### src/rtl/usb_dfu_flash_sequencer.sv
// Turns one DFU DNLOAD/UPLOAD block into a single page write/read on the SPI flash bridge,
// metering the exact byte count and reporting done/error to the DFU state logic.
module usb_dfu_flash_sequencer #(
    parameter int          PAGE_SIZE  = 256,
    parameter logic [15:0] BASE_PAGE  = 16'h0000,
    parameter logic [15:0] MAX_BLOCKS = 16'd1024
) (
    input  logic        clk,
    input  logic        reset,
    input  logic        dnload_start,
    input  logic        upload_start,
    input  logic        abort,
    input  logic [15:0] block_num,
    input  logic [15:0] xfer_len,
    input  logic        out_data_avail,
    output logic        out_data_get,
    input  logic [7:0]  out_data,
    input  logic        in_data_free,
    output logic        in_data_put,
    output logic [7:0]  in_data,
    output logic        busy,
    output logic        done,
    output logic        error,
    output logic [15:0] flash_address,
    output logic        flash_rd_request,
    output logic        flash_rd_data_free,
    input  logic        flash_rd_data_put,
    input  logic [7:0]  flash_rd_data,
    output logic        flash_wr_request,
    input  logic        flash_wr_busy,
    output logic        flash_wr_data_avail,
    input  logic        flash_wr_data_get,
    output logic [7:0]  flash_wr_data
);

    localparam int          REM_W       = $clog2(PAGE_SIZE + 1);
    localparam logic [15:0] PAGE_SIZE_W = 16'(PAGE_SIZE);

    typedef enum logic [2:0] {
        IDLE     = 3'd0,
        DN_SETUP = 3'd1,
        DN_DATA  = 3'd2,
        DN_DRAIN = 3'd3,
        UP_SETUP = 3'd4,
        UP_DATA  = 3'd5
    } state_t;

    state_t            state_q, state_d;
    logic [REM_W-1:0]  remaining_q, remaining_d;
    logic [15:0]       address_q, address_d;
    logic              aborted_q, aborted_d;
    logic              done_q, done_d;
    logic              error_q, error_d;

    logic rem_nz;
    logic req_zero;
    logic req_bad;
    logic wr_fire;
    logic rd_fire;

    assign rem_nz   = (remaining_q != '0);
    assign req_zero = (xfer_len == 16'd0);
    assign req_bad  = (xfer_len > PAGE_SIZE_W) || (block_num >= MAX_BLOCKS);
    assign wr_fire  = (state_q == DN_DATA) && flash_wr_data_get && rem_nz;
    assign rd_fire  = (state_q == UP_DATA) && flash_rd_data_put && rem_nz;

    always_ff @(posedge clk) begin
        if (reset) begin
            state_q     <= IDLE;
            remaining_q <= '0;
            address_q   <= '0;
            aborted_q   <= 1'b0;
            done_q      <= 1'b0;
            error_q     <= 1'b0;
        end else begin
            state_q     <= state_d;
            remaining_q <= remaining_d;
            address_q   <= address_d;
            aborted_q   <= aborted_d;
            done_q      <= done_d;
            error_q     <= error_d;
        end
    end

    always_comb begin
        state_d     = state_q;
        remaining_d = remaining_q;
        address_d   = address_q;
        aborted_d   = aborted_q;
        done_d      = 1'b0;
        error_d     = 1'b0;
        case (state_q)
            IDLE: begin
                // Zero length is the manifest marker and is checked before range errors.
                if (dnload_start || upload_start) begin
                    if (req_zero) begin
                        done_d = 1'b1;
                    end else if (req_bad) begin
                        error_d = 1'b1;
                    end else begin
                        address_d   = BASE_PAGE + block_num;
                        remaining_d = xfer_len[REM_W-1:0];
                        aborted_d   = 1'b0;
                        state_d     = dnload_start ? DN_SETUP : UP_SETUP;
                    end
                end
            end
            DN_SETUP: begin
                if (abort) begin
                    state_d     = IDLE;
                    remaining_d = '0;
                end else begin
                    state_d = DN_DATA;
                end
            end
            DN_DATA: begin
                // A page program may already be under way, so abort still waits in drain.
                if (abort) begin
                    state_d     = DN_DRAIN;
                    aborted_d   = 1'b1;
                    remaining_d = '0;
                end else if (wr_fire) begin
                    remaining_d = remaining_q - REM_W'(1);
                    if (remaining_q == REM_W'(1)) begin
                        state_d = DN_DRAIN;
                    end
                end else if (!rem_nz) begin
                    state_d = DN_DRAIN;
                end
            end
            DN_DRAIN: begin
                if (!flash_wr_busy) begin
                    state_d   = IDLE;
                    done_d    = !aborted_q;
                    aborted_d = 1'b0;
                end
            end
            UP_SETUP: begin
                if (abort) begin
                    state_d     = IDLE;
                    remaining_d = '0;
                end else begin
                    state_d = UP_DATA;
                end
            end
            UP_DATA: begin
                if (abort) begin
                    state_d     = IDLE;
                    remaining_d = '0;
                end else if (rd_fire) begin
                    remaining_d = remaining_q - REM_W'(1);
                    if (remaining_q == REM_W'(1)) begin
                        state_d = IDLE;
                        done_d  = 1'b1;
                    end
                end
            end
            default: begin
                state_d     = IDLE;
                remaining_d = '0;
                aborted_d   = 1'b0;
            end
        endcase
    end

    always_comb begin
        flash_wr_request    = 1'b0;
        flash_wr_data_avail = 1'b0;
        flash_wr_data       = 8'h00;
        out_data_get        = 1'b0;
        flash_rd_request    = 1'b0;
        flash_rd_data_free  = 1'b0;
        in_data_put         = 1'b0;
        in_data             = 8'h00;
        case (state_q)
            DN_DATA: begin
                flash_wr_request    = 1'b1;
                flash_wr_data_avail = out_data_avail && rem_nz;
                out_data_get        = flash_wr_data_get && rem_nz;
                flash_wr_data       = out_data;
            end
            UP_DATA: begin
                flash_rd_request   = 1'b1;
                flash_rd_data_free = in_data_free && rem_nz;
                in_data_put        = flash_rd_data_put && rem_nz;
                in_data            = flash_rd_data;
            end
            default: begin
                flash_wr_request = 1'b0;
            end
        endcase
    end

    assign busy          = (state_q != IDLE);
    assign done          = done_q;
    assign error         = error_q;
    assign flash_address = address_q;

endmodule

### config.mk
export PLATFORM = sky130hd
export DESIGN_NAME = usb_dfu_flash_sequencer
export DESIGN_NICKNAME = d
export VERILOG_FILES = /design/src/rtl/usb_dfu_flash_sequencer.sv
export SDC_FILE = /design/constraint.sdc
export NUM_CORES = 1
export LEC_CHECK = 0
export ABC_AREA = 1
export BUFFER_PORTS_ARGS = -buffer_cell sky130_fd_sc_hd__buf_2
export CAP_MARGIN = 20
export CORE_ASPECT_RATIO = 1.2
export CORE_UTILIZATION = 40
export CTS_BUF_LIST = sky130_fd_sc_hd__clkbuf_8 sky130_fd_sc_hd__clkbuf_16
export CTS_CLUSTER_SIZE = 20
export DETAILED_ROUTE_END_ITERATION = 16
export PLACE_DENSITY = 0.72
export SYNTH_ARGS = -nofsm -noshare
export SYNTH_HDL_FRONTEND = slang
export SYNTH_SLANG_ARGS = --single-unit
export TNS_END_PERCENT = 1
### constraint.sdc
create_clock -name clk -period 1.8 [get_ports clk]
set_input_delay 0 -clock clk [delete_from_list [all_inputs] [get_ports clk]]
set_output_delay 0 -clock clk [all_outputs]
set_load 0.03 [all_outputs]
==> flow_summary.ini <==
[run_status]
status = complete, no violations

[synth]
synth_compound_area_share_pct = 9.624
synth_top_family_by_area = simple AND/OR/NAND/NOR gates
yosys.area.top_type = dfxtp_1
synth_async_sr_flop_share_pct = 0
yosysMostFrequentCell = nor2_1
ys_ff_latch = 31
synth_xor_area_share_pct = 1.338
seq_area_frac_synth_pct = 31.61
synth-edff-count = 0
synth_mux_area_share_pct = 0
synth-simple-area-share_pct = 43.34
synth.distinct_cells = 27
synthTopCellsByArea = dfxtp_1, nor2_1, nand2_1
synthAdderAreaFrac_pct = 1.912
synth_warnings = 0
syn-num-nets = 392
yosysTopAreaCellShare_pct = 31.61
syn_area_per_cell_sq_um = 5.931
yosys-top-cells-count = nor2_1, nand2_1, inv_1
synth_ff_type = dfxtp_1
netlist_instances = 331
synth_area_sq_um = 1963

[flow_run]
maxCapViolations = 0

[route]
routed_wl_microns = 5443
route.detailed.drc = 0
firstDrtPassIters = 4
drtAntennaViolNets = 0
drt_iter0_markers = 85
vias_per_cell = 4.667
wl_per_cell_microns = 10.67
vias = 2380

[cts]
clock_path_buffers = 2
insertion_delay_ps = 280
cts-htree-levels = 2
numCtsBuffers = 5
cts.sinks = 31
clk_transition_reported_paths_ps = 60
cts_tree = yes
root_buffer = clkbuf_8
postCtsSetupBuffers = 0

[floorplanning]
coreArea_sq_um = 4662
num_rows = 27
die_area_sq_um = 5193
die_x_microns = 65.95
io_pins = 99
start_util_pct = 42.11
die_height_microns = 78.74

[cells_and_area]
drive_gt1_share_pct = 31.64
utilization_pct = 60.74
diodes = 0
fin_area_sq_um = 2831
final_nets = 512
area_delta_synth_final_pct = 44.23

[sta]
max_freq_mhz = 598.2
finalWorstSetupSlack_ps = 128.3
tightest_slew_ps = 484.5
grt_setup_unrepaired = true
finalSetupViolCount = 0
drv_slew = 0
final_hold_viol_count = 0
post-route-min-period_ps = 1672
relSlewSlack_pct = 67.45
fin_crit_sh_pct = 92.87
fin_skew_ps = 8.671
hold_slack_ps = 23.70

[worst_setup_path]
timing.rr.start = remaining_q[0]
cp_common_cell = nand2_1
startpoint_type = flip-flop
endpoint_kind = flip-flop
path_class = reg2reg
rr_endpoint = remaining_q[6]
arrival_ps = 1840
worstPathCellList = inv_1 -> ha_1 -> nand2_1 -> nor2_1 -> nand2_2 -> nand2_1 -> nand2_1 -> nand2_2 -> nor2_4 -> buf_6 -> nand3_1 -> nand2_1 -> nor2_1
rrSetupSlack_ps = 130
critPathMaxStageDelay_ps = 340
cpMaxStageDelayCell = dfxtp_2
reg2regPathDepth = 13
worstPathRequired_ps = 1970
cp_max_fo = 8

[power_and_ir_drop]
switchingPower_w = 0.001497
clock_power_share_pct = 20.5
power_density_nw_per_um2 = 1213
p_int_w = 0.001937
ir_drop_mv = 0.5847
p_sw_share_pct = 43.59
pwr-share-comb_pct = 54.1
cellLeakagePower_nw = 1.624
p_seq_share_pct = 25.4

[grt]
grt_use_total_pct = 22.18
grt_max_degree = 16
grt_pass1_vias = 2146
antenna_found_initial = 0
grt_pass1_wl_microns = 8997
grt_remaining_overflow = 0

[placement]
port_buffers = 98
place_area_sq_um = 2584
dp_slack_ps = 83.82
post-dp-hpwl_microns = 4215
gp_congestion = 0.8970

[hold_path]
hp-class = in2reg
min_path_cells = 3
worstHoldStart = block_num[2]
holdPathEnd = flash_address[2]
## worst max-delay path: cells and delay by family (launching register included)
family	cells	cell delay, ps
and+or+nand+nor	10	790
adders and majority gates	1	200
DFF	1	340
buffers and inverters	2	230
## worst max-delay path by stage
stage	slack [ps]	startpoint	endpoint	depth (start not counted)
2_1_floorplan	170	state_q[0]	flash_rd_data_free	7
3_3_place_gp	120	state_q[0]	done	8
3_5_place_dp	80	remaining_q[0]	remaining_q[6]	13
4_1_cts	50	remaining_q[0]	remaining_q[6]	13
5_1_grt	-2	remaining_q[0]	remaining_q[7]	12
6_report	130	remaining_q[0]	remaining_q[6]	13
## power groups by stage
stage               logic, W  clock network (W)  registers (W)
global route         0.00208           0.000753       0.000885
CTS                  0.00182           0.000715       0.000870
global placement     0.00177                  0       0.000880
finish               0.00186           0.000704       0.000872
floorplan            0.00130                  0       0.000889
detailed placement   0.00179                  0       0.000884
## per-stage QoR
stage	power (W)	instances	setup TNS (ps)
floorplan	0.002188	331	0
global placement	0.002654	492	0
detailed placement	0.002676	492	0
CTS	0.003402	510	0
global route	0.003720	510	-3.797
finish	0.003434	510	0
## logic make-up after synthesis
kind of cell               Yosys count
and+or+nand+nor                    199
xor gates and xnor gates             3
adders and majority gates            3
DFF                                 31
buffers and inverters               60
AOI/OAI and AO/OA                   35
## routing by layer
metal	global-route usage, %	vias to the layer above	share of wire, %
li1	-	1263	-
met1	24.89	1008	42
met2	38.98	98	48
met5	0	-	0
met4	8.723	0	2.3
met3	6.034	11	7.7
## state kept, by name, indices dropped and copies added, names as in the netlist
register,flops
aborted_q,1
done,1
error,1
flash_address,16
remaining_q,9
state_q,3
## cell usage in the layout, fill, tap and decap left out, types with 3 or more instances in the layout
cell / n
nand2_1: 61
o21ai_0: 14
ha_1: 3
nand4_1: 6
a21oi_1: 14
xor2_1: 3
nand2_2: 4
clkbuf_8: 6
dlygate4sd3_1: 10
dfxtp_1: 30
buf_2: 98
nor2_2: 6
buf_4: 13
inv_1: 43
inv_2: 6
nor3_1: 4
a22oi_1: 3
nand3_1: 23
nor2_1: 88
## what timing repair did
item | 4_1_cts | 5_1_grt
hold buffers | 10 | 0
resized for setup | 0 | 7
setup endpoints to repair | 0 | 16
endpoints found under the hold margin | 12 | 0
## final cells by class
type,count,area (sq um)
multi-input cells,240,1129
repair buffers,122,699.4
clock inverters,2,35.03
clock buffers,6,82.58
flip-flops and latches,31,621.8
fillers,460,1831
well taps,58,72.57
inverters,51,191.4
No activity file was read; power rests on OpenSTA's default activity.
